### src/rtl/fetch_hazard_if.sv
// Fetch hazard bus: pipeline-side inputs and fetch/pipeline-register controls.
// The pipeline side is the master and the hazard controller is the slave.
interface fetch_hazard_if #(
    parameter int CNT_WIDTH = 32
);
    logic                 ex_branch;
    logic                 ex_alu_zero;
    logic                 id_ex_mem_read;
    logic [4:0]           id_ex_rd;
    logic [4:0]           if_id_rs1;
    logic [4:0]           if_id_rs2;
    logic                 halt_req;
    logic                 pc_write;
    logic                 if_id_write;
    logic                 if_id_flush;
    logic                 id_ex_flush;
    logic                 halted;
    logic [CNT_WIDTH-1:0] stall_count;
    logic [CNT_WIDTH-1:0] flush_count;

    modport master (
        output ex_branch, ex_alu_zero, id_ex_mem_read, id_ex_rd, if_id_rs1, if_id_rs2, halt_req,
        input  pc_write, if_id_write, if_id_flush, id_ex_flush, halted, stall_count, flush_count
    );

    modport slave (
        input  ex_branch, ex_alu_zero, id_ex_mem_read, id_ex_rd, if_id_rs1, if_id_rs2, halt_req,
        output pc_write, if_id_write, if_id_flush, id_ex_flush, halted, stall_count, flush_count
    );
endinterface

### src/rtl/fetch_hazard_controller.sv
// Fetch sequencing: boot hold, load-use stall, taken-branch flush and debug halt.
// Controls are combinational from state and inputs; perf counters are registered and saturating.
module fetch_hazard_controller #(
    parameter int BOOT_HOLD_CYCLES = 2,
    parameter int FLUSH_BUBBLES    = 2,
    parameter int CNT_WIDTH        = 32
) (
    input  logic                 clk,
    input  logic                 rst,
    fetch_hazard_if.slave        bus
);
    localparam int MAX_CNT = (BOOT_HOLD_CYCLES > FLUSH_BUBBLES) ? BOOT_HOLD_CYCLES : FLUSH_BUBBLES;
    localparam int CW      = $clog2(MAX_CNT + 1);
    localparam logic [CW-1:0] BOOT_INIT  = CW'(BOOT_HOLD_CYCLES);
    localparam logic [CW-1:0] FLUSH_INIT = CW'((FLUSH_BUBBLES >= 2) ? FLUSH_BUBBLES - 2 : 0);

    typedef enum logic [1:0] {BOOT, RUN, FLUSH, HALT} state_t;

    state_t               state;
    logic [CW-1:0]        cnt;
    logic [CNT_WIDTH-1:0] stall_cnt_q;
    logic [CNT_WIDTH-1:0] flush_cnt_q;

    logic taken;
    logic load_use;
    logic stall_evt;
    logic flush_evt;

    assign taken    = bus.ex_branch & bus.ex_alu_zero;
    assign load_use = bus.id_ex_mem_read & (bus.id_ex_rd != 5'd0) &
                      ((bus.id_ex_rd == bus.if_id_rs1) | (bus.id_ex_rd == bus.if_id_rs2));

    // Events only count in RUN; priority taken > halt_req > load_use makes them exclusive.
    assign flush_evt = (state == RUN) & taken;
    assign stall_evt = (state == RUN) & ~taken & ~bus.halt_req & load_use;

    always_comb begin
        bus.pc_write    = 1'b0;
        bus.if_id_write = 1'b0;
        bus.if_id_flush = 1'b0;
        bus.id_ex_flush = 1'b0;
        bus.halted      = 1'b0;
        if (rst) begin
            bus.if_id_flush = 1'b1;
            bus.id_ex_flush = 1'b1;
        end else begin
            case (state)
                BOOT: begin
                    bus.if_id_flush = 1'b1;
                    bus.id_ex_flush = 1'b1;
                end
                RUN: begin
                    if (taken) begin
                        bus.pc_write    = 1'b1;
                        bus.if_id_write = 1'b1;
                        bus.if_id_flush = 1'b1;
                        bus.id_ex_flush = 1'b1;
                    end else if (bus.halt_req) begin
                        bus.pc_write    = 1'b0;
                    end else if (load_use) begin
                        bus.id_ex_flush = 1'b1;
                    end else begin
                        bus.pc_write    = 1'b1;
                        bus.if_id_write = 1'b1;
                    end
                end
                FLUSH: begin
                    bus.pc_write    = 1'b1;
                    bus.if_id_write = 1'b1;
                    bus.if_id_flush = 1'b1;
                    bus.id_ex_flush = 1'b1;
                end
                HALT: begin
                    bus.halted      = 1'b1;
                end
                default: begin
                    bus.if_id_flush = 1'b1;
                    bus.id_ex_flush = 1'b1;
                end
            endcase
        end
    end

    always_ff @(posedge clk) begin
        if (rst) begin
            state       <= BOOT;
            cnt         <= BOOT_INIT;
            stall_cnt_q <= '0;
            flush_cnt_q <= '0;
        end else begin
            case (state)
                BOOT: begin
                    if (cnt == '0) state <= RUN;
                    else           cnt   <= cnt - 1'b1;
                end
                RUN: begin
                    if (taken) begin
                        // A single-bubble flush is fully covered by the RUN cycle itself.
                        if (FLUSH_BUBBLES > 1) begin
                            state <= FLUSH;
                            cnt   <= FLUSH_INIT;
                        end
                    end else if (bus.halt_req) begin
                        state <= HALT;
                    end
                end
                FLUSH: begin
                    if (cnt == '0) state <= RUN;
                    else           cnt   <= cnt - 1'b1;
                end
                HALT: begin
                    if (!bus.halt_req) state <= RUN;
                end
                default: state <= BOOT;
            endcase

            if (stall_evt && (stall_cnt_q != '1)) stall_cnt_q <= stall_cnt_q + 1'b1;
            if (flush_evt && (flush_cnt_q != '1)) flush_cnt_q <= flush_cnt_q + 1'b1;
        end
    end

    assign bus.stall_count = stall_cnt_q;
    assign bus.flush_count = flush_cnt_q;
endmodule

### src/flat_wrapper.sv
// flat-port wrapper written by rule: the top's interface ports become plain ports
module fetch_hazard_controller_flat 
#(
    parameter int BOOT_HOLD_CYCLES = 2,
    parameter int FLUSH_BUBBLES    = 2,
    parameter int CNT_WIDTH        = 32
)
  (clk, rst, bus_ex_branch, bus_ex_alu_zero, bus_id_ex_mem_read, bus_id_ex_rd, bus_if_id_rs1, bus_if_id_rs2, bus_halt_req, bus_pc_write, bus_if_id_write, bus_if_id_flush, bus_id_ex_flush, bus_halted, bus_stall_count, bus_flush_count);
  fetch_hazard_if #(.CNT_WIDTH(CNT_WIDTH)) bus_i ();
  input  logic clk;
  input  logic rst;
  input wire logic [$bits(bus_i.ex_branch)-1:0] bus_ex_branch;
  input wire logic [$bits(bus_i.ex_alu_zero)-1:0] bus_ex_alu_zero;
  input wire logic [$bits(bus_i.id_ex_mem_read)-1:0] bus_id_ex_mem_read;
  input wire logic [$bits(bus_i.id_ex_rd)-1:0] bus_id_ex_rd;
  input wire logic [$bits(bus_i.if_id_rs1)-1:0] bus_if_id_rs1;
  input wire logic [$bits(bus_i.if_id_rs2)-1:0] bus_if_id_rs2;
  input wire logic [$bits(bus_i.halt_req)-1:0] bus_halt_req;
  output wire logic [$bits(bus_i.pc_write)-1:0] bus_pc_write;
  output wire logic [$bits(bus_i.if_id_write)-1:0] bus_if_id_write;
  output wire logic [$bits(bus_i.if_id_flush)-1:0] bus_if_id_flush;
  output wire logic [$bits(bus_i.id_ex_flush)-1:0] bus_id_ex_flush;
  output wire logic [$bits(bus_i.halted)-1:0] bus_halted;
  output wire logic [$bits(bus_i.stall_count)-1:0] bus_stall_count;
  output wire logic [$bits(bus_i.flush_count)-1:0] bus_flush_count;
  assign bus_i.ex_branch = bus_ex_branch;
  assign bus_i.ex_alu_zero = bus_ex_alu_zero;
  assign bus_i.id_ex_mem_read = bus_id_ex_mem_read;
  assign bus_i.id_ex_rd = bus_id_ex_rd;
  assign bus_i.if_id_rs1 = bus_if_id_rs1;
  assign bus_i.if_id_rs2 = bus_if_id_rs2;
  assign bus_i.halt_req = bus_halt_req;
  assign bus_pc_write = bus_i.pc_write;
  assign bus_if_id_write = bus_i.if_id_write;
  assign bus_if_id_flush = bus_i.if_id_flush;
  assign bus_id_ex_flush = bus_i.id_ex_flush;
  assign bus_halted = bus_i.halted;
  assign bus_stall_count = bus_i.stall_count;
  assign bus_flush_count = bus_i.flush_count;
  fetch_hazard_controller #(.BOOT_HOLD_CYCLES(BOOT_HOLD_CYCLES), .FLUSH_BUBBLES(FLUSH_BUBBLES), .CNT_WIDTH(CNT_WIDTH)) u_core (.clk(clk), .rst(rst), .bus(bus_i));
endmodule
### config.mk
export PLATFORM = sky130hd
export DESIGN_NAME = fetch_hazard_controller_flat
export DESIGN_NICKNAME = d
export VERILOG_FILES = /design/src/rtl/fetch_hazard_if.sv /design/src/rtl/fetch_hazard_controller.sv /design/src/flat_wrapper.sv
export SDC_FILE = /design/constraint.sdc
export NUM_CORES = 1
export LEC_CHECK = 0
export ABC_AREA = 1
export CAP_MARGIN = 20
export CORE_MARGIN = 2
export CORE_UTILIZATION = 30
export CTS_BUF_LIST = sky130_fd_sc_hd__clkbuf_4
export DETAILED_ROUTE_END_ITERATION = 10
export GPL_TIMING_DRIVEN = 0
export PLACE_DENSITY = 0.6
export SYNTH_ARGS = -nofsm -noshare
export SYNTH_HDL_FRONTEND = slang
export SYNTH_SLANG_ARGS = --single-unit
### constraint.sdc
create_clock -name clk -period 3.71 [get_ports clk]
set_input_delay 0.371 -clock clk [delete_from_list [all_inputs] [get_ports clk]]
set_output_delay 0.371 -clock clk [all_outputs]
set_load 0.02 [all_outputs]
### Word level (Yosys, flattened, before mapping)

Index checks and enable logic that the tools add are counted.

| operators by class | value |
|---|---|
| add/subtract/negate cells | 3 |
| $mul | 0 |
| div/mod/pow operators | 0 |
| $lt $le $gt $ge | 0 |
| equality and inequality tests | 12 |
| shifts and indexed selects | 0 |
| muxes and demuxes | 23 |
| bitwise logic cells | 10 |
| reductions and logical operators | 9 |

Operator list:

| kind | number |
|---|---|
| $add 32x1->32 const B | 2 |
| $ne 32x32->1 const B | 2 |
| $mux 1 | 12 |
| $mux 2 | 6 |
| $eq 5x5->1 | 2 |
| $and 1x1->1 | 7 |
| $pmux 1 s2 | 3 |
| $pmux 2 s3 | 1 |
| $reduce_and 3->1 | 2 |
| $reduce_bool 5->1 | 1 |
| $eq 2x2->1 const B | 2 |
| $logic_not 2->1 | 2 |
| $ne 2x1->1 const B | 2 |
| $ne 2x2->1 const B | 2 |
| $pmux 2 s2 | 1 |
| $ne 3x2->1 const B | 1 |
| $eq 2x1->1 const B | 1 |
| $logic_and 1x1->1 | 2 |
| $not 1->1 | 2 |
| $reduce_bool 2->1 | 1 |
| $reduce_or 2->1 | 1 |
| $sub 2x1->2 const B | 1 |
| $or 1x1->1 | 1 |

| word-level totals | value |
|---|---|
| bits in registers | 68 |
| latch bits | 0 |
| RAM bits | 0 |
| bits in read-only memories | 0 |
| input port bits | 21 |
| output and inout port bits | 69 |
| logic and storage cells | 61 |
| memories kept | 0 |

### Longest topological paths before layout

| depth | value |
|---|---|
| depth after elaboration | 8 |
| depth in mapped cells | 14 |
| depth with buffers taken out | 14 |

### Worst setup path before layout

Ideal clock, no wire load.

| path | value |
|---|---|
| kind | reg-to-output |
| start | register u_core.state[1] |
| end | output port bus_pc_write |
| arrival | 1.692 ns |
| data required time | 3.339 ns |
| setup slack | 1.647 ns |
| stages on the path, launching flop included | 8 |
| path buffers | 1 |
| path through | dfxtp_1 -> inv_1 -> ha_1 -> inv_1 -> nor2_1 -> inv_1 -> a31oi_1 -> buf_4 |

| between the ends | value |
|---|---|
| cells in the longest elaborated chain, start to end | 3 |
| elaborated cells between the ends (all ways) | 4 |
| those cells by class | eq/ne: 2; mux: 2 |

Ends and longest elaborated chain:

| element | line | text |
|---|---|---|
| from (decl) | fetch_hazard_controller.sv:19 | `state_t state;` |
| from (signal assigned) | fetch_hazard_controller.sv:86 | `state <= BOOT;` |
| from (signal assigned) | fetch_hazard_controller.sv:93 | `if (cnt == '0) state <= RUN;` |
| from (signal assigned) | fetch_hazard_controller.sv:100 | `state <= FLUSH;` |
| $eq 2x2->1 / $eq 2x1->1 (equally long branches) | -- |  |
| $pmux 1 s2 * | -- |  |
| $mux 1 * | -- |  |
| to (decl) | flat_wrapper.sv:19 | `output wire logic [$bits(bus_i.pc_write)-1:0] bus_pc_write;` |

Mark *: on every way between the ends. The rest lies on a longest branch, timed or not.

### Worst setup path in the final report

| path | value |
|---|---|
| start | register u_core.state[1] |
| end | output port bus_pc_write |

| between the ends | value |
|---|---|
| cells in the longest elaborated chain, start to end | 3 |
| elaborated cells between the ends (all ways) | 4 |
| those cells by class | eq/ne: 2; mux: 2 |

Ends and longest elaborated chain:

| element | line | text |
|---|---|---|
| $eq 2x2->1 / $eq 2x1->1 (equally long branches) | fetch_hazard_controller.sv:47 | `case (state)` |
| $pmux 1 s2 * | fetch_hazard_controller.sv:47 |  |
| $mux 1 * | fetch_hazard_controller.sv:43 | `if (rst) begin` |

Marked as above.

==> results_dict.tcl <==
set metrics [dict create \
    syn_nets 766 \
    clk_pin_slew_worst_paths_ps 110 \
    hold_violations 0 \
    grt_max_degree 11 \
    ys_ff_latch 68 \
    clock_path_buffers 2 \
    drt_wl_total_microns 12920 \
    synth_top_cell_by_area "dfxtp_1" \
    initial_core_util_pct 31.02 \
    cp.arrival_ps 2780 \
    worstPathRequired_ps 3340 \
    antenna_found_initial 1 \
    crit_path_end_kind "primary output" \
    min_period_ps 3155 \
    met2_usage_pct 26.06 \
    max_freq_ghz 0.3170 \
    synthCells 736 \
    max_slew_margin_pct 51.85 \
    max-vdd-ir-drop_v 0.0001962 \
    wl_per_cell_microns 12.63 \
    worst_setup_path_start_kind "flop" \
    area_delta_synth_final_pct 27.10 \
    route.detailed.drc 0 \
    final_common_cell "nand2_1" \
    grtUsageMet1_pct 23.44 \
    hpwl_microns 10210 \
    p_per_area_nw_per_um2 276.1 \
    cts_tree "done" \
    tightestPinTransition_ps 716.8 \
    routed_via_density 4.678 \
    vias 4786 \
    dr.first_iter.drc_count 241 \
    rsz0062_at_grt "no" \
    p_leak_nw 2.051 \
    die_w_microns 127.1 \
    cts_max_level 3 \
    synth_top_area_share_pct 29.96 \
    grt_pass1_wl_microns 21800 \
    chipHeight_microns 127.1 \
    hold-worst-slack_ps 485.1 \
    place_congestion 0.9582 \
    drive_gt1_share_pct 5.609 \
    min_period_over_period_pct 85.04 \
    ys_types 29 \
    cts_resized 0 \
    overflow 0 \
    numCtsBuffers 9 \
    design_area_sq_um 5774 \
    clkSinkCount 68 \
    status "finished clean" \
    rows 44 \
    drt-pass1-iter-count 4 \
    insertion_delay_ps 440 \
    design.die.area_sq_um 16140 \
    io_pins 90 \
    grt_usage_pct 16.79 \
    busiest_layer "met2" \
    synthTopCellsByArea "dfxtp_1 30%, nand2_1 23%, nor2_1 8.2%" \
    hold_class "reg -> reg" \
    drv_cap 0 \
    yosysSeqAreaShare_pct 29.96 \
    cts_setup_buffers 0 \
    clockRootBuffer "clkbuf_4" \
    ys_warn_count 0 \
    crit_type "reg -> out" \
    final-max-slew-violation-count 0 \
    nFillCells 1629 \
    core_area_sq_um 14640 \
    syn_avg_cell_area_sq_um 6.173 \
    nets 865 \
    port_buffers 88 \
    cts_hold_buffers 0 \
    setup-tns-final_ps 0 \
    dpl_cell_area_sq_um 5654 \
    path_max_fanout 5 \
    postRouteAntennaNets 0 \
    clock_skew_ps 16.20 \
    layout_common_cells "275 x nand2_1, 99 x nor2_1, 88 x clkdlybuf4s50_1" \
    finalSetupViolCount 0 \
    use_met3_pct 3.727 \
    grt_pass1_vias 4394 \
    syn-cell-area_sq_um 4543 \
]
==> power by group <==
group / switching, mW / internal [mW]
clock network: 0.268 / 0.200
registers: 0.0215 / 0.752
logic: 0.212 / 0.140
==> area by class of cell <==
class	count	area (sq um)	share of cell area, %
clock buffers	10	75.07	1.300
plain buffers	19	153.9	2.665
inverters	69	259.0	4.485
clock inverters	4	42.54	0.7367
well taps	184	230.2	3.987
flip-flops and latches	68	1361	23.58
multi-input cells	580	2769	47.95
repair buffers	88	880.8	15.25
diodes	1	2.502	0.04334
==> metrics by stage <==
stage | cells | setup slack, ps | power (mW) | utilization (%)
floorplan | 736 | 1647 | 1.021 | -
global placement | 1008 | 847.8 | 1.139 | 38.61
detailed placement | 1008 | 844.7 | 1.142 | 38.61
CTS | 1022 | 550.5 | 1.615 | 39.41
global route | 1023 | 381.9 | 1.702 | 39.43
finish | 1023 | 555.2 | 1.594 | 39.43
==> worst max-delay path: stages, from the launching register on <==
cell and delay [ps]:
dfxtp_1 370, inv_1 110, ha_1 210, inv_1 50, nor2_1 430, inv_1 120
a31oi_1 300, buf_4 160, clkdlybuf4s50_1 590
==> final timing paths <==
path / cells past startpoint / endpoint / startpoint / slack (ps)
worst max-delay path: 8 / bus_pc_write / u_core.state[1] / 560
worst min-delay path: 2 / u_core.cnt[1] / u_core.cnt[1] / 490
worst min register to register: 2 / u_core.cnt[1] / u_core.cnt[1] / 490
worst max register to register: 11 / u_core.bus.stall_count[26] / u_core.bus.stall_count[0] / 1570
==> kinds of logic (layout without fill, tap and decap cells) <==
kind of cell	Yosys count	in the layout	synth area share, %
AO/OA/AOI/OAI	85	85	9.612
flip-flops	68	68	29.96
XOR/XNOR	43	43	8.290
buffers and inverters	88	190	9.088
other	0	1	0
adder cells (fa/ha/maj)	9	9	2.479
AND/OR/NAND/NOR	443	443	40.57
==> registers in the layout (all words and copies together) (netlist names) <==
signal and flops:
u_core.bus.stall_count 32, u_core.cnt 2, u_core.bus.flush_count 32, u_core.state 2
==> metal layers <==
metal	vias to the layer above	share of wire (%)
li1	2510	-
met1	2147	49
met5	-	0
met4	0	1.6
met2	115	45
met3	14	4.5
==> Yosys cell counts <==
cell / instances
ha_1: 9
buf_4: 2
nand4_4: 1
clkbuf_1: 7
nor3_1: 16
nor2_4: 2
nor2_1: 99
a211oi_1: 1
inv_1: 62
nor2_2: 5
buf_6: 10
a21oi_1: 67
nand2_2: 6
o31ai_1: 1
nand4_1: 10
nand2_4: 1
o21ai_0: 13
a21boi_0: 1
o211ai_1: 1
nor3b_1: 3
nand3b_1: 8
nand3_1: 16
a31oi_1: 1
xor2_1: 30
dfxtp_1: 68
inv_2: 7
xnor2_1: 13
nand3_2: 1
nand2_1: 275
(Power assumes the default switching activity.)
